File: src/rtl/wr_sched_pkg.sv
// wr_sched_pkg: shared types and constants for the write row scheduler
// state_t     : scheduler FSM states
// cmd_mode_t  : fixed-width descriptor fields forwarded to the write controller
// WD_LIMIT    : watchdog terminal count (used when WR_SCHED_TIMEOUT_EN is defined)
package wr_sched_pkg;
  typedef enum logic [2:0] {
    S_IDLE,
    S_LOAD,
    S_CONF,
    S_WAIT_START,
    S_WAIT_IDLE,
    S_NEXT
  } state_t;
  typedef struct packed {
    logic [1:0] valid_mac;
    logic       pooled;
    logic       is_relu;
    logic [4:0] shift_len;
  } cmd_mode_t;
  localparam logic [15:0] WD_LIMIT = 16'hFFFF;
endpackage

File: src/rtl/wr_row_scheduler_if.sv
// wr_row_scheduler_if: descriptor, write-controller and status bundle of wr_row_scheduler
// descriptor : cmd_valid/cmd_ready handshake plus cmd_* fields
// write ctrl : conf_input pulse, st_addr/linelen/valid_mac/pooled/is_relu/shift_len, wc_req, wc_idle
// status     : flush in; busy, done, row_cnt, err out
// slave = scheduler side, master = producer / write controller / observer side
interface wr_row_scheduler_if #(
  parameter int ADDR_LEN     = 13,
  parameter int X_MAC        = 4,
  parameter int MAX_LINE_LEN = 10,
  parameter int ROW_LEN      = 10
);
  logic                      cmd_valid;
  logic                      cmd_ready;
  logic [ADDR_LEN*X_MAC-1:0] cmd_st_addr;
  logic [ADDR_LEN-1:0]       cmd_stride;
  logic [ROW_LEN-1:0]        cmd_rows;
  logic [MAX_LINE_LEN-1:0]   cmd_linelen;
  logic [1:0]                cmd_valid_mac;
  logic                      cmd_pooled;
  logic                      cmd_is_relu;
  logic [4:0]                cmd_shift_len;
  logic                      conf_input;
  logic [ADDR_LEN*X_MAC-1:0] st_addr;
  logic [MAX_LINE_LEN-1:0]   linelen;
  logic [1:0]                valid_mac;
  logic                      pooled;
  logic                      is_relu;
  logic [4:0]                shift_len;
  logic                      wc_req;
  logic                      wc_idle;
  logic                      flush;
  logic                      busy;
  logic                      done;
  logic [ROW_LEN-1:0]        row_cnt;
  logic                      err;
  modport slave (
    input  cmd_valid, cmd_st_addr, cmd_stride, cmd_rows, cmd_linelen,
           cmd_valid_mac, cmd_pooled, cmd_is_relu, cmd_shift_len,
           wc_req, wc_idle, flush,
    output cmd_ready, conf_input, st_addr, linelen, valid_mac, pooled,
           is_relu, shift_len, busy, done, row_cnt, err
  );
  modport master (
    output cmd_valid, cmd_st_addr, cmd_stride, cmd_rows, cmd_linelen,
           cmd_valid_mac, cmd_pooled, cmd_is_relu, cmd_shift_len,
           wc_req, wc_idle, flush,
    input  cmd_ready, conf_input, st_addr, linelen, valid_mac, pooled,
           is_relu, shift_len, busy, done, row_cnt, err
  );
endinterface

File: src/rtl/wr_cmd_fifo.sv
// wr_cmd_fifo: synchronous DEPTH-entry descriptor FIFO with same-cycle flush
// clk, rst  : clock, async active-high reset
// push, din : write (ignored when full or flushing)
// pop, dout : read (dout shows the head entry)
// flush     : empties the FIFO at the next edge, dropping a concurrent push
// full, empty : occupancy flags
module wr_cmd_fifo #(
  parameter int W     = 8,
  parameter int DEPTH = 4
) (
  input  logic         clk,
  input  logic         rst,
  input  logic         push,
  input  logic         pop,
  input  logic         flush,
  input  logic [W-1:0] din,
  output logic [W-1:0] dout,
  output logic         full,
  output logic         empty
);
  localparam int AW = $clog2(DEPTH);
  localparam int CW = AW + 1;
  logic [W-1:0]  mem [DEPTH];
  logic [AW-1:0] wp, rp;
  logic [CW-1:0] cnt;
  logic          do_push, do_pop;
  assign full    = cnt == CW'(DEPTH);
  assign empty   = cnt == '0;
  assign dout    = mem[rp];
  assign do_push = push && !full;
  assign do_pop  = pop && !empty;
  always_ff @(posedge clk or posedge rst)
    if (rst) begin
      wp  <= '0;
      rp  <= '0;
      cnt <= '0;
    end else if (flush) begin
      wp  <= '0;
      rp  <= '0;
      cnt <= '0;
    end else begin
      if (do_push) wp <= wp + 1'b1;
      if (do_pop) rp <= rp + 1'b1;
      cnt <= cnt + CW'(do_push) - CW'(do_pop);
    end
  always_ff @(posedge clk)
    if (do_push && !flush) mem[wp] <= din;
endmodule

File: src/rtl/wr_row_scheduler.sv
// wr_row_scheduler: queues row descriptors and sequences per-row write-controller configuration
// clk, rst : clock, async active-high reset
// bus      : wr_row_scheduler_if.slave (descriptor handshake, write-controller config, status)
// Build option: define WR_SCHED_TIMEOUT_EN to enable the 16-bit wait-state watchdog driving err;
// otherwise err is tied low.
module wr_row_scheduler
  import wr_sched_pkg::*;
#(
  parameter int ADDR_LEN     = 13,
  parameter int X_MAC        = 4,
  parameter int MAX_LINE_LEN = 10,
  parameter int ROW_LEN      = 10,
  parameter int CMD_DEPTH    = 4
) (
  input logic              clk,
  input logic              rst,
  wr_row_scheduler_if.slave bus
);
  typedef logic [X_MAC-1:0][ADDR_LEN-1:0] lanes_t;
  localparam int DW = $bits(lanes_t) + ADDR_LEN + ROW_LEN + MAX_LINE_LEN + $bits(cmd_mode_t);
  state_t                  state, state_nx;
  logic [DW-1:0]           fifo_in, fifo_out;
  logic                    full, empty, pop, accept;
  logic                    retire, last, stop, flush_pend, timeout;
  lanes_t                  f_addr, addr;
  logic [ADDR_LEN-1:0]     f_stride, stride;
  logic [ROW_LEN-1:0]      f_rows, rows, row_cnt;
  logic [MAX_LINE_LEN-1:0] f_len, linelen;
  cmd_mode_t               f_mode, mode;
  assign bus.cmd_ready = !full && !rst;
  assign accept  = bus.cmd_valid && bus.cmd_ready;
  // a flush in the same cycle must not let the head escape into the engine
  assign pop     = state == S_IDLE && !empty && !bus.flush;
  assign fifo_in = {bus.cmd_st_addr, bus.cmd_stride, bus.cmd_rows, bus.cmd_linelen,
                    bus.cmd_valid_mac, bus.cmd_pooled, bus.cmd_is_relu, bus.cmd_shift_len};
  assign {f_addr, f_stride, f_rows, f_len, f_mode} = fifo_out;
  wr_cmd_fifo #(.W(DW), .DEPTH(CMD_DEPTH)) u_fifo (
    .clk  (clk),
    .rst  (rst),
    .push (accept),
    .pop  (pop),
    .flush(bus.flush),
    .din  (fifo_in),
    .dout (fifo_out),
    .full (full),
    .empty(empty)
  );
`ifdef WR_SCHED_TIMEOUT_EN
  logic [15:0] wd;
  logic        waiting;
  assign waiting = state == S_WAIT_START || state == S_WAIT_IDLE;
  assign timeout = waiting && wd == WD_LIMIT;
  always_ff @(posedge clk or posedge rst)
    if (rst) wd <= '0;
    else wd <= waiting && !timeout ? wd + 1'b1 : '0;
`else
  assign timeout = 1'b0;
`endif
  assign last = ROW_LEN'(row_cnt + 1'b1) == rows;
  assign stop = bus.flush || flush_pend;
  always_comb begin
    state_nx = state;
    retire   = 1'b0;
    case (state)
      S_IDLE:       state_nx = pop ? S_LOAD : S_IDLE;
      S_LOAD: begin
        retire   = rows == '0 || linelen == '0 || stop;
        state_nx = retire ? S_IDLE : S_CONF;
      end
      S_CONF:       state_nx = S_WAIT_START;
      S_WAIT_START: state_nx = timeout ? S_IDLE : bus.wc_req ? S_WAIT_IDLE : S_WAIT_START;
      S_WAIT_IDLE:  state_nx = timeout ? S_IDLE : bus.wc_idle ? S_NEXT : S_WAIT_IDLE;
      S_NEXT: begin
        retire   = last || stop;
        state_nx = retire ? S_IDLE : S_CONF;
      end
      default:      state_nx = S_IDLE;
    endcase
  end
  // descriptor fields are captured on the pop edge, so they are valid throughout S_LOAD
  always_ff @(posedge clk or posedge rst)
    if (rst) begin
      state      <= S_IDLE;
      flush_pend <= 1'b0;
      addr       <= '0;
      stride     <= '0;
      rows       <= '0;
      linelen    <= '0;
      mode       <= '0;
      row_cnt    <= '0;
    end else begin
      state      <= state_nx;
      flush_pend <= state_nx != S_IDLE && (flush_pend || bus.flush);
      if (pop) begin
        addr    <= f_addr;
        stride  <= f_stride;
        rows    <= f_rows;
        linelen <= f_len;
        mode    <= f_mode;
        row_cnt <= '0;
      end else if (state == S_NEXT) begin
        row_cnt <= row_cnt + 1'b1;
        for (int i = 0; i < X_MAC; i++) addr[i] <= addr[i] + stride;
      end
    end
  assign bus.conf_input = state == S_CONF;
  assign bus.done       = retire;
  assign bus.err        = timeout;
  assign bus.busy       = state != S_IDLE || !empty;
  assign bus.st_addr    = addr;
  assign bus.linelen    = linelen;
  assign bus.valid_mac  = mode.valid_mac;
  assign bus.pooled     = mode.pooled;
  assign bus.is_relu    = mode.is_relu;
  assign bus.shift_len  = mode.shift_len;
  assign bus.row_cnt    = row_cnt;
endmodule

File: src/flat_wrapper.sv
// flat-port wrapper written by rule: the top's interface ports become plain ports
module wr_row_scheduler_flat import wr_sched_pkg::*;
#(
  parameter int ADDR_LEN     = 13,
  parameter int X_MAC        = 4,
  parameter int MAX_LINE_LEN = 10,
  parameter int ROW_LEN      = 10,
  parameter int CMD_DEPTH    = 4
)
  (clk, rst, bus_cmd_valid, bus_cmd_st_addr, bus_cmd_stride, bus_cmd_rows, bus_cmd_linelen, bus_cmd_valid_mac, bus_cmd_pooled, bus_cmd_is_relu, bus_cmd_shift_len, bus_wc_req, bus_wc_idle, bus_flush, bus_cmd_ready, bus_conf_input, bus_st_addr, bus_linelen, bus_valid_mac, bus_pooled, bus_is_relu, bus_shift_len, bus_busy, bus_done, bus_row_cnt, bus_err);
  wr_row_scheduler_if #(.ADDR_LEN(ADDR_LEN), .X_MAC(X_MAC), .MAX_LINE_LEN(MAX_LINE_LEN), .ROW_LEN(ROW_LEN)) bus_i ();
  input logic clk;
  input logic rst;
  input wire logic [$bits(bus_i.cmd_valid)-1:0] bus_cmd_valid;
  input wire logic [$bits(bus_i.cmd_st_addr)-1:0] bus_cmd_st_addr;
  input wire logic [$bits(bus_i.cmd_stride)-1:0] bus_cmd_stride;
  input wire logic [$bits(bus_i.cmd_rows)-1:0] bus_cmd_rows;
  input wire logic [$bits(bus_i.cmd_linelen)-1:0] bus_cmd_linelen;
  input wire logic [$bits(bus_i.cmd_valid_mac)-1:0] bus_cmd_valid_mac;
  input wire logic [$bits(bus_i.cmd_pooled)-1:0] bus_cmd_pooled;
  input wire logic [$bits(bus_i.cmd_is_relu)-1:0] bus_cmd_is_relu;
  input wire logic [$bits(bus_i.cmd_shift_len)-1:0] bus_cmd_shift_len;
  input wire logic [$bits(bus_i.wc_req)-1:0] bus_wc_req;
  input wire logic [$bits(bus_i.wc_idle)-1:0] bus_wc_idle;
  input wire logic [$bits(bus_i.flush)-1:0] bus_flush;
  output wire logic [$bits(bus_i.cmd_ready)-1:0] bus_cmd_ready;
  output wire logic [$bits(bus_i.conf_input)-1:0] bus_conf_input;
  output wire logic [$bits(bus_i.st_addr)-1:0] bus_st_addr;
  output wire logic [$bits(bus_i.linelen)-1:0] bus_linelen;
  output wire logic [$bits(bus_i.valid_mac)-1:0] bus_valid_mac;
  output wire logic [$bits(bus_i.pooled)-1:0] bus_pooled;
  output wire logic [$bits(bus_i.is_relu)-1:0] bus_is_relu;
  output wire logic [$bits(bus_i.shift_len)-1:0] bus_shift_len;
  output wire logic [$bits(bus_i.busy)-1:0] bus_busy;
  output wire logic [$bits(bus_i.done)-1:0] bus_done;
  output wire logic [$bits(bus_i.row_cnt)-1:0] bus_row_cnt;
  output wire logic [$bits(bus_i.err)-1:0] bus_err;
  assign bus_i.cmd_valid = bus_cmd_valid;
  assign bus_i.cmd_st_addr = bus_cmd_st_addr;
  assign bus_i.cmd_stride = bus_cmd_stride;
  assign bus_i.cmd_rows = bus_cmd_rows;
  assign bus_i.cmd_linelen = bus_cmd_linelen;
  assign bus_i.cmd_valid_mac = bus_cmd_valid_mac;
  assign bus_i.cmd_pooled = bus_cmd_pooled;
  assign bus_i.cmd_is_relu = bus_cmd_is_relu;
  assign bus_i.cmd_shift_len = bus_cmd_shift_len;
  assign bus_i.wc_req = bus_wc_req;
  assign bus_i.wc_idle = bus_wc_idle;
  assign bus_i.flush = bus_flush;
  assign bus_cmd_ready = bus_i.cmd_ready;
  assign bus_conf_input = bus_i.conf_input;
  assign bus_st_addr = bus_i.st_addr;
  assign bus_linelen = bus_i.linelen;
  assign bus_valid_mac = bus_i.valid_mac;
  assign bus_pooled = bus_i.pooled;
  assign bus_is_relu = bus_i.is_relu;
  assign bus_shift_len = bus_i.shift_len;
  assign bus_busy = bus_i.busy;
  assign bus_done = bus_i.done;
  assign bus_row_cnt = bus_i.row_cnt;
  assign bus_err = bus_i.err;
  wr_row_scheduler #(.ADDR_LEN(ADDR_LEN), .X_MAC(X_MAC), .MAX_LINE_LEN(MAX_LINE_LEN), .ROW_LEN(ROW_LEN), .CMD_DEPTH(CMD_DEPTH)) u_core (.clk(clk), .rst(rst), .bus(bus_i));
endmodule
File: config.mk
export PLATFORM = sky130hd
export DESIGN_NAME = wr_row_scheduler_flat
export DESIGN_NICKNAME = d
export VERILOG_FILES = /design/src/rtl/wr_sched_pkg.sv /design/src/rtl/wr_row_scheduler_if.sv /design/src/rtl/wr_cmd_fifo.sv /design/src/rtl/wr_row_scheduler.sv /design/src/flat_wrapper.sv
export SDC_FILE = /design/constraint.sdc
export NUM_CORES = 1
export LEC_CHECK = 0
export BUFFER_PORTS_ARGS = -buffer_cell sky130_fd_sc_hd__buf_2
export CELL_PAD_IN_SITES_DETAIL_PLACEMENT = 1
export CELL_PAD_IN_SITES_GLOBAL_PLACEMENT = 1
export CORE_MARGIN = 2
export CORE_UTILIZATION = 54
export CTS_CLUSTER_SIZE = 16
export DETAILED_ROUTE_END_ITERATION = 10
export PLACE_DENSITY = 0.92
export SYNTH_ARGS = -nofsm -noshare
export SYNTH_HDL_FRONTEND = slang
export SYNTH_HIERARCHICAL = 1
export SYNTH_SLANG_ARGS = --single-unit
export TNS_END_PERCENT = 5
File: constraint.sdc
create_clock -name clk -period 8.2 [get_ports clk]
set_input_delay 0.41 -clock clk [delete_from_list [all_inputs] [get_ports clk]]
set_output_delay 0.41 -clock clk [all_outputs]
set_load 0.05 [all_outputs]
==> reports/metrics.cfg, run 1 <==
[outcome]
outcome=completed

[clock_network]
cts_resized=0
cts_tree=built
clock_latency_ns=0.60
clockBufferDepth=3
cts_root_buffer=clkbuf_16
numCtsBuffers=50
clk_pin_slew_ns=0.06
h-tree-depth=2
cts.sinks=491

[setup_path]
critPathKind=reg2out
crit_path_max_fanout=8
crit_arrival_ns=3.23
critPathLaunchType=register
crit_path_end_kind=primary output
crit_chain=ha_1 -> nand3_1 -> xor2_1 -> xnor2_1 -> nor4_1 -> nand4_1 -> o21a_1 -> a211oi_1 -> buf_2
cpPeakStageDelay_ns=0.48
cpMaxStageDelayCell=dfrtp_1
crit_required_ns=7.79

[floorplan]
coreArea_mm2=0.0385
rows=72
die_h_um=201
die_w_um=201
io_pins=186
initial_utilization=0.544
die-area_mm2=0.0404

[finish]
final_common_cell=edfxtp_1
final_cell_mix=edfxtp_1 (376), buf_2 (184), nand2_1 (169), dfrtp_1 (113), mux4_2 (94)
layout-drive-gt1-share=0.243
final_area_mm2=0.0239
fillers=3565
fin_nets=1691
syn_to_final_growth_pct=14.1

[synthesis]
postSynth.asyncResetShare=0.234
synth_edf_count=376
synth_seq_area_share=0.677
synth.avg_cell_area_um2=15.6
synth_warnings=6
synthCells=1344
ys_types=64
synthFlopType=edfxtp_1
synth_nets=1504
ys_ff_latch=491
synth_area_mm2=0.0209

[min_path]
hold_class=in2reg

[detailed_routing]
drc=0
routedWlPerCell_um=27.3
routed_wl_um=57200
vias=12945
ant_nets=0
drt_pass1_iterations=8
drt-initial-drc-count=1139
post_drt_via_cell_ratio=6.17

[sta]
tightest_slew_ns=1.23
clock_skew_ns=0.0205
slew_headroom=0.175
rsz0062_at_grt=false
min_period_over_period=0.443
hold_viol=0
final-max-slew-violation-count=0
setup_viol=0
fmax_mhz=275
finalSetupTns_ns=0
fin_crit_ns=3.64
hold_ws_ns=0.0321

[global_routing]
grt_pass1_vias=14226
grt_max_degree=78
grt_first_pass_wirelength_um=87100
grtUsageTotal=0.288
antenna_found_initial=10
grt_remaining_overflow=0

[power]
ir_worst_vdd_mv=0.190
p_per_area_mw_per_mm2=359
leakage_uw=0.00895

[placement]
numPortBuffers=184
dpl.hpwl_um=35700
placed_area_mm2=0.0223
routabilityCongestion=0.827

[run]
cap_violations=0

==> cell usage after synthesis, drive strengths merged (9+ instances only) <==
library cell / n / area (um^2)
a22oi: 26 / 200
dfrtp: 115 / 2880
buf: 37 / 253
nor2b: 13 / 81.3
nor3: 15 / 75.1
nand2b: 16 / 100
o21ai: 72 / 360
xor2: 21 / 184
inv: 24 / 90.1
clkbuf: 25 / 93.8
a21o: 11 / 82.6
o31ai: 13 / 97.6
edfxtp: 376 / 11300
nor2: 58 / 225
a211oi: 9 / 67.6
nand2: 169 / 634
mux4: 94 / 2120
o21a: 10 / 75.1
nor4: 9 / 56.3
xnor2: 22 / 193
a21oi: 43 / 215
nand3: 21 / 105
ha: 55 / 688
==> cell type report <==
cell class	count	area (um^2)	share of cell area
Sequential cell	491	14200	0.593
Clock buffer	71	1410	0.0590
Clock inverter	23	191	0.00801
Timing Repair Buffer	197	1020	0.0427
Inverter	25	101	0.00424
Tap cell	518	648	0.0271
Antenna cell	7	17.5	0.000733
Multi-Input combinational cell	766	6340	0.265
==> state kept, by name (all words and copies together) (netlist names) <==
signal	count
u_core/bus.is_relu	1
u_core/bus.linelen	10
u_core/bus.pooled	1
u_core/bus.row_cnt	10
u_core/bus.shift_len	5
u_core/bus.st_addr	52
u_core/bus.valid_mac	2
u_core/flush_pend	1
u_core/rows	10
u_core/state	3
u_core/stride	13
u_core/u_fifo/cnt	3
u_core/u_fifo/mem	376
u_core/u_fifo/rp	2
u_core/u_fifo/wp	2
==> critical path, delay by kind of cell, from the launching register on <==
kind	cells	cell delay, ns
flops	1	0.48
buf+inv	1	0.34
xor+xnor	2	0.38
compound gates	2	0.59
fa+ha+maj	1	0.38
simple gates	3	0.47
==> per-layer routing <==
metal	part of all wire	wire (um)	global-route usage
met5	0.00093	53	0
met4	0.049	2810	0.143
met1	0.37	21200	0.358
met3	0.081	4620	0.0696
met2	0.50	28600	0.475
==> final timing paths <==
kind / start / end / slack (ns) / cells after the start
worst min-delay path: bus_cmd_stride[5] / u_core/u_fifo/mem[2][34]$_DFFE_PP_ / 0.03 / 1
worst max register to register: u_core/state[2]$_DFF_PP0_ / u_core/bus.st_addr[37]$_DFFE_PP0P_ / 4.57 / 8
worst max-delay path: u_core/bus.row_cnt[0]$_DFFE_PP0P_ / bus_done / 4.56 / 9
worst min register to register: u_core/bus.pooled$_DFFE_PP0P_ / u_core/bus.pooled$_DFFE_PP0P_ / 0.52 / 2
max in group asynchronous: rst / u_core/bus.st_addr[14]$_DFFE_PP0P_ / 6.26 / 4
min in group asynchronous: rst / u_core/u_fifo/cnt[1]$_DFF_PP0_ / 0.33 / 3
==> power breakdown <==
part	internal [uW]	switching, uW
combinational	988	2000
clock	1270	961
sequential	2980	391
==> per-stage QoR <==
stage / worst slack, ns / std cells / util / power, uW
after floorplan: 3.72 / 1344 / - / 5430
after global placement: 4.78 / 1996 / 0.579 / 6070
after detailed placement: 4.64 / 1996 / 0.579 / 6310
after CTS: 4.56 / 2091 / 0.621 / 8580
after global routing: 4.32 / 2094 / 0.621 / 8960
final: 4.56 / 2098 / 0.621 / 8580
==> what timing repair did <==
action,4_1_cts,5_1_grt
buffers inserted,0,0
setup endpoints to repair,0,0
endpoints found under the hold margin,42,0
hold buffers,1,0
==> kinds of logic after synthesis <==
| family | share of synthesized area |
|---|---|
| AOI/OAI and AO/OA | 0.0660 |
| other | 0.000179 |
| xor gates and xnor gates | 0.0180 |
| buffers and inverters | 0.0213 |
| and+or+nand+nor | 0.0755 |
| adders and majority gates | 0.0376 |
| DFF | 0.677 |
| muxes | 0.105 |
Power figures use the tool's default switching activity.
==> run 2, diff against run 1 <==
--- a/config.mk
+++ b/config.mk
@@ -5,14 +5,15 @@
 export SDC_FILE = /design/constraint.sdc
 export NUM_CORES = 1
 export LEC_CHECK = 0
+export ABC_AREA = 1
 export BUFFER_PORTS_ARGS = -buffer_cell sky130_fd_sc_hd__buf_2
 export CELL_PAD_IN_SITES_DETAIL_PLACEMENT = 1
 export CELL_PAD_IN_SITES_GLOBAL_PLACEMENT = 1
 export CORE_MARGIN = 2
-export CORE_UTILIZATION = 54
+export CORE_UTILIZATION = 43
 export CTS_CLUSTER_SIZE = 16
 export DETAILED_ROUTE_END_ITERATION = 10
-export PLACE_DENSITY = 0.92
+export PLACE_DENSITY = 0.83
 export SYNTH_ARGS = -nofsm -noshare
 export SYNTH_HDL_FRONTEND = slang
 export SYNTH_HIERARCHICAL = 1
==> constraint.sdc (replaced) <==
create_clock -name clk -period 2.95 [get_ports clk]
set_input_delay 0.1475 -clock clk [delete_from_list [all_inputs] [get_ports clk]]
set_output_delay 0.1475 -clock clk [all_outputs]
set_load 0.05 [all_outputs]
==> run 2 against run 1 <==
Compared with the run above:
- total power rose to 3.0 times the previous value
- synthesized cell count rose by 43%
- hold slack improved by 0.063 ns
- synthesized area rose by 2.4%
- via count rose by 29%
- final area rose by 8.0%
- critical path depth rose by 4
- critical path type unchanged
- clock skew rose by 0.011 ns
- clock-buffer cell count rose by 3
- worst setup slack got worse by 4.4 ns
- register-to-register slack got worse by 4.3 ns
- flip-flop and latch count did not move
==> reports/metrics.cfg, run 2 <==
[sta]
slew_headroom=0.318
tightest_slew_ns=1.02
hold_viol=0
clock_skew_ns=0.0317
min_period_over_period=0.936
fin_crit_ns=2.76
final-max-slew-violation-count=0
fin_ws_ns=0.190
setup_viol=0
fmax_mhz=362

[synthesis]
synth_seq_area_share=0.661
synth_area_mm2=0.0214
postSynth.asyncResetShare=0.234
yosysMostFrequentCell=edfxtp_1
synthFlopType=edfxtp_1
synth.avg_cell_area_um2=11.1
synth_edf_count=376
ys_types=46
synth_commonest_cells=edfxtp_1 (376), nand2_1 (334), nor2_1 (253)
synth_top_area_share=0.526
synth_warnings=6
synthCells=1924
synth_nets=2084
ys_ff_latch=491
synth_largest_area_cell=edfxtp_1
synth.area.top_cells=edfxtp_1 (53%), dfrtp_1 (13%), nand2_1 (5.8%), o21ai_0 (5.5%), nor2_1 (4.4%)

[floorplan]
die_h_um=227
die-area_mm2=0.0517
io_pins=186
rows=81
coreArea_mm2=0.0491
die_w_um=227
initial_utilization=0.437

[finish]
syn_to_final_growth_pct=20.4
top_register=u_core/u_fifo/mem
largest_reg_flops=376
final_area_mm2=0.0258
fin_nets=2361
regArea_mm2=0.0142
fillers=5225
final_common_cell=edfxtp_1
multiInputGateArea_mm2=0.00640
layout-drive-gt1-share=0.141
final_cells=2914
final_cell_mix=edfxtp_1 (376), nand2_1 (333), nor2_1 (246), o21ai_0 (236), buf_2 (183)

[detailed_routing]
post_drt_via_cell_ratio=5.75
drt-initial-drc-count=1580
drc=0
drt_pass1_iterations=7
routed_wl_um=71700
ant_nets=0
vias=16761
routedWlPerCell_um=24.6

[global_routing]
met1_usage=0.341
grtUsageTotal=0.277
grt_use_met2=0.470
grt_remaining_overflow=0
grt_first_pass_wirelength_um=108000
grt_util_met3=0.0509
antenna_found_initial=9
grt_max_degree=76
busiest_layer=met2
grt_pass1_vias=18228

[setup_path]
crit_buf_inv=1
crit_path_max_fanout=7
crit_chain=nand2_1 -> nor2_4 -> nand3_1 -> nand2_1 -> nand2_1 -> nand2_1 -> nand2_1 -> nor2_1 -> nand3_1 -> nand2_1 -> nand2_1 -> nand2_1 -> buf_4
crit_top_cell=nand2_1
crit_path_end_kind=primary output
critPathTopFamily=simple AND/OR/NAND/NOR gates
cpPeakStageDelay_ns=0.47
crit_arrival_ns=2.61
crit_required_ns=2.80
critPathLaunchType=register
critPathKind=reg2out
cpMaxStageDelayCell=dfrtp_1

[placement]
dp_slack_ns=0.424
dpl.hpwl_um=43000
routabilityCongestion=0.886
placed_area_mm2=0.0231
place_inst=2713
numPortBuffers=184

[power]
switching_share=0.418
report.power.total_uw=25400
intPower_uw=14800
pwr-share-clk=0.259
p_comb_frac=0.371
p_per_area_mw_per_mm2=985
leakage_uw=0.0103
p_sw_uw=10600
pwr-share-seq=0.370
ir_worst_vdd_mv=0.489

[clock_network]
numCtsBuffers=50
h-tree-depth=2
clk_pin_slew_ns=0.07
clockBufferDepth=3
cts_tree=built
cts.sinks=491
cts_root_buffer=clkbuf_16
post_cts_buffers=0
clock_latency_ns=0.60

[outcome]
outcome=completed

[run]
cap_violations=0

[min_path]
hold_class=in2async

[run 2: cell types whose count changed in the layout (fill, tap and decap cells not counted), sizes merged, moves of 78 or more]
cell         previous run  this run
dlygate4sd3             1       100
inv                    28       106
mux4                   94         0
nand2                 169       335
nor2                   58       254
o21ai                  72       257
o22ai                   2        99
[run 2: worst paths after layout]
kind | startpoint | end | slack, ns | cells past startpoint
setup / recovery | u_core/bus.row_cnt[4]$_DFFE_PP0P_ | bus_done | 0.19 | 13
hold / removal | rst | u_core/u_fifo/cnt[2]$_DFF_PP0_ | 0.1 | 3
setup reg to reg | u_core/u_fifo/cnt[1]$_DFF_PP0_ | u_core/u_fifo/cnt[2]$_DFF_PP0_ | 0.24 | 13
hold reg to reg | u_core/bus.valid_mac[0]$_DFFE_PP0P_ | u_core/bus.valid_mac[0]$_DFFE_PP0P_ | 0.50 | 2
max in group asynchronous | rst | u_core/bus.row_cnt[0]$_DFFE_PP0P_ | 1.90 | 4
min in group clk | bus_cmd_is_relu | u_core/u_fifo/mem[0][5]$_DFFE_PP_ | 0.30 | 2
[run 2: power groups by stage]
stage          clock [uW]  combinational, uW  sequential (uW)
5_1_grt              6880              10200             9470
4_1_cts              6560               9230             9350
3_5_place_dp            0               8930             9470
3_3_place_gp            0               8470             9420
6_report             6600               9440             9400
2_1_floorplan           0               4700            10800
[run 2: repair_timing]
action	4_1_cts	5_1_grt
setup endpoints to repair	1	1
hold buffers	100	0
endpoints found under the hold margin	431	0
gates resized for setup	2	9
[run 2: cell type report]
| type | instances | share of cell area |
|---|---|---|
| Antenna cell | 9 | 0.000872 |
| Clock buffer | 74 | 0.0570 |
| Clock inverter | 18 | 0.00833 |
| Inverter | 107 | 0.0158 |
| Multi-Input combinational cell | 1235 | 0.248 |
| Sequential cell | 491 | 0.549 |
| Tap cell | 664 | 0.0322 |
| Timing Repair Buffer | 316 | 0.0891 |
[run 2: logic make-up after synthesis]
group / synth area share
AND/OR/NAND/NOR: 0.132
flip-flops: 0.661
AO/OA/AOI/OAI: 0.115
buffers and inverters: 0.0439
adder cells (fa/ha/maj): 0.0368
XOR/XNOR: 0.0114
other: 0.000175
[run 2: worst reg2reg max path: cells and delay by family, from the launching register on]
| family | cells | cell delay (ns) |
|---|---|---|
| buffers and inverters | 3 | 0.23 |
| AND/OR/NAND/NOR | 7 | 1.12 |
| adder cells (fa/ha/maj) | 3 | 0.88 |
| flip-flops | 1 | 0.43 |
[run 2: per-stage QoR]
step / util / hold slack, ns / setup TNS (ns)
after floorplan: - / -0.0491 / -24.08
after global placement: 0.471 / 0.159 / 0
after detailed placement: 0.471 / 0.160 / 0
after CTS: 0.526 / 0.105 / 0
after global routing: 0.527 / 0.108 / -0.00604
final: 0.527 / 0.0956 / 0
[run 2: routing by layer]
metal,vias up,part of all wire
li1,7384,-
met1,8401,0.39
met2,762,0.50
met3,214,0.065
met4,0,0.047
met5,-,0
==> run 3, diff against run 2 <==
--- a/config.mk
+++ b/config.mk
@@ -5,15 +5,14 @@
 export SDC_FILE = /design/constraint.sdc
 export NUM_CORES = 1
 export LEC_CHECK = 0
-export ABC_AREA = 1
 export BUFFER_PORTS_ARGS = -buffer_cell sky130_fd_sc_hd__buf_2
 export CELL_PAD_IN_SITES_DETAIL_PLACEMENT = 1
 export CELL_PAD_IN_SITES_GLOBAL_PLACEMENT = 1
 export CORE_MARGIN = 2
-export CORE_UTILIZATION = 43
+export CORE_UTILIZATION = 45
 export CTS_CLUSTER_SIZE = 16
 export DETAILED_ROUTE_END_ITERATION = 10
-export PLACE_DENSITY = 0.83
+export PLACE_DENSITY = 0.82
 export SYNTH_ARGS = -nofsm -noshare
 export SYNTH_HDL_FRONTEND = slang
 export SYNTH_HIERARCHICAL = 1
==> run 3 against run 2 <==
Compared with the run above:
- first-iteration DRC count down 34%
- register-to-register slack worse by 0.10 ns
- worst setup slack worse by 0.081 ns
- flip-flop and latch count unchanged
- critical path depth down 4
- global-route usage down 3.6 points
- sequential share of layout area up 0.23 points
- hold slack worse by 0.026 ns
- clock power up 3%
- combinational power down 9.0%
==> reports/metrics.cfg, run 3 (synthesis results as in run 1) <==
[setup_path]
crit_start=u_core/bus.row_cnt[0]$_DFFE_PP0P_
r2r_slack_ns=0.14
endpoint=bus_done
r2r_cells=10
crit_required_ns=2.80
critPathKind=reg2out
r2r_end=u_core/bus.st_addr[25]$_DFFE_PP0P_
crit_path_max_fanout=6
critPathLaunchType=register
r2r_start=u_core/stride[1]$_DFFE_PP0P_
crit_arrival_ns=2.69
crit_path_end_kind=primary output

[finish]
final_common_cell=edfxtp_1
final_cells=2317
syn_to_final_growth_pct=22.9
final_cell_mix=edfxtp_1 (376), buf_2 (183), nand2_1 (169), dfrtp_1 (106), dlygate4sd3_1 (97)
final_util=0.556
fin_nets=1826
largest_reg_flops=376
layout-drive-gt1-share=0.259
fillers=4481
top_register=u_core/u_fifo/mem

[power]
ir_worst_vdd_mv=0.704
leakage_uw=0.00966
p_per_area_mw_per_mm2=958

[clock_network]
clk_pin_slew_ns=0.06
cts.sinks=491
cts_root_buffer=clkbuf_16
clockBufferDepth=3
cts_tree=built
h-tree-depth=2
clock_latency_ns=0.61
numCtsBuffers=51

[sta]
tightest_slew_ns=0.838
min_period_over_period=0.963
final-max-slew-violation-count=0
slew_headroom=0.441
hold_viol=0
setup_viol=0
clock_skew_ns=0.0107
rsz0062_at_grt=true
fin_crit_ns=2.84
fmax_mhz=352

[run]
cap_violations=0

[detailed_routing]
vias=13185
drt-initial-drc-count=1047
drc=0
ant_nets=0
routedWlPerCell_um=24.7
drt_pass1_iterations=5
routed_wl_um=57300
post_drt_via_cell_ratio=5.69

[global_routing]
grtUsageTotal=0.240
grt_max_degree=66
antenna_found_initial=4
grt_pass1_vias=14337
grt_first_pass_wirelength_um=86600
grt_remaining_overflow=0

[floorplan]
io_pins=186
coreArea_mm2=0.0463
die-area_mm2=0.0483
rows=79
die_w_um=220
die_h_um=220
initial_utilization=0.453

[outcome]
outcome=completed

[placement]
routabilityCongestion=0.858
dpl.hpwl_um=36500
place_inst=2111
numPortBuffers=184

[min_path]
hold_class=in2reg

[run 3: changes by cell type in the layout (fill, tap and decap cells not counted), sizes merged, moves of 24 or more]
cell | previous run | this run
nor2 | 254 | 58
o21ai | 257 | 72
nand2 | 335 | 169
o22ai | 99 | 2
mux4 | 0 | 94
inv | 106 | 28
nand3 | 81 | 21
a22oi | 2 | 26
[run 3: how the worst min path moves through the flow]
stage,from,end,slack (ns),cells after the start
after floorplan,rst,u_core/u_fifo/cnt[0]$_DFF_PP0_,-0.05,1
after global placement,rst,u_core/u_fifo/wp[0]$_DFFE_PP0P_,0.14,2
after detailed placement,rst,u_core/u_fifo/wp[0]$_DFFE_PP0P_,0.14,2
after CTS,bus_wc_idle,u_core/state[0]$_DFF_PP0_,0.03,3
after global routing,bus_wc_idle,u_core/state[0]$_DFF_PP0_,0.07,3
final,bus_wc_idle,u_core/state[0]$_DFF_PP0_,0.07,3
[run 3: layer usage]
metal | global-route usage | share of wire | up-vias
li1 | - | - | 5824
met1 | 0.306 | 0.40 | 6822
met2 | 0.409 | 0.51 | 398
met3 | 0.0478 | 0.054 | 135
met4 | 0.0868 | 0.035 | 6
met5 | 0 | 0.00072 | -
[run 3: critical path: stages, from the launching register on]
cell	delay [ns]
dfrtp_2	0.46
ha_4	0.20
buf_4	0.14
nand2_1	0.10
a21oi_1	0.08
o32ai_1	0.34
a22oi_1	0.16
o21a_1	0.21
a211oi_2	0.20
buf_6	0.19
[run 3: area by class of cell]
cell class	instances	area (um^2)	area share
antenna	1	2.50	0.0000972
clock buffer	71	1430	0.0556
clock inverter	25	340	0.0132
inverter	25	105	0.00408
multi-input combinational	766	6430	0.250
sequential	491	14200	0.551
tap	607	759	0.0295
timing repair buffer	331	2490	0.0966
[run 3: power breakdown]
part	leakage, uW	switching (uW)	internal (uW)
Combinational	0.00396	5600	2990
Sequential	0.00483	995	8280
Clock	0.000871	2760	4030
Total	0.00966	9350	15300
[run 3: metrics by stage]
stage          setup slack [ns]  hold WS [ns]  setup TNS (ns)  instance area (um^2)  power [uW]
6_report                  0.109        0.0699               0                 25700       24700
5_1_grt                 -0.0484        0.0655         -0.0484                 25700       25800
4_1_cts                  0.0194        0.0279               0                 25600       24600
3_5_place_dp             0.0681         0.135               0                 22800       17600
3_3_place_gp              0.213         0.135               0                 22800       17200
2_1_floorplan           -0.0431       -0.0491           -4.68                 21000       15100
[run 3: repair_timing]
item / in CTS / in global routing
pin swaps: 0 / 8
endpoints found under the setup margin: 1 / 4
resized for setup: 9 / 16
endpoints found under the hold margin: 441 / 0
buffers inserted: 0 / 12
hold buffers: 97 / 0
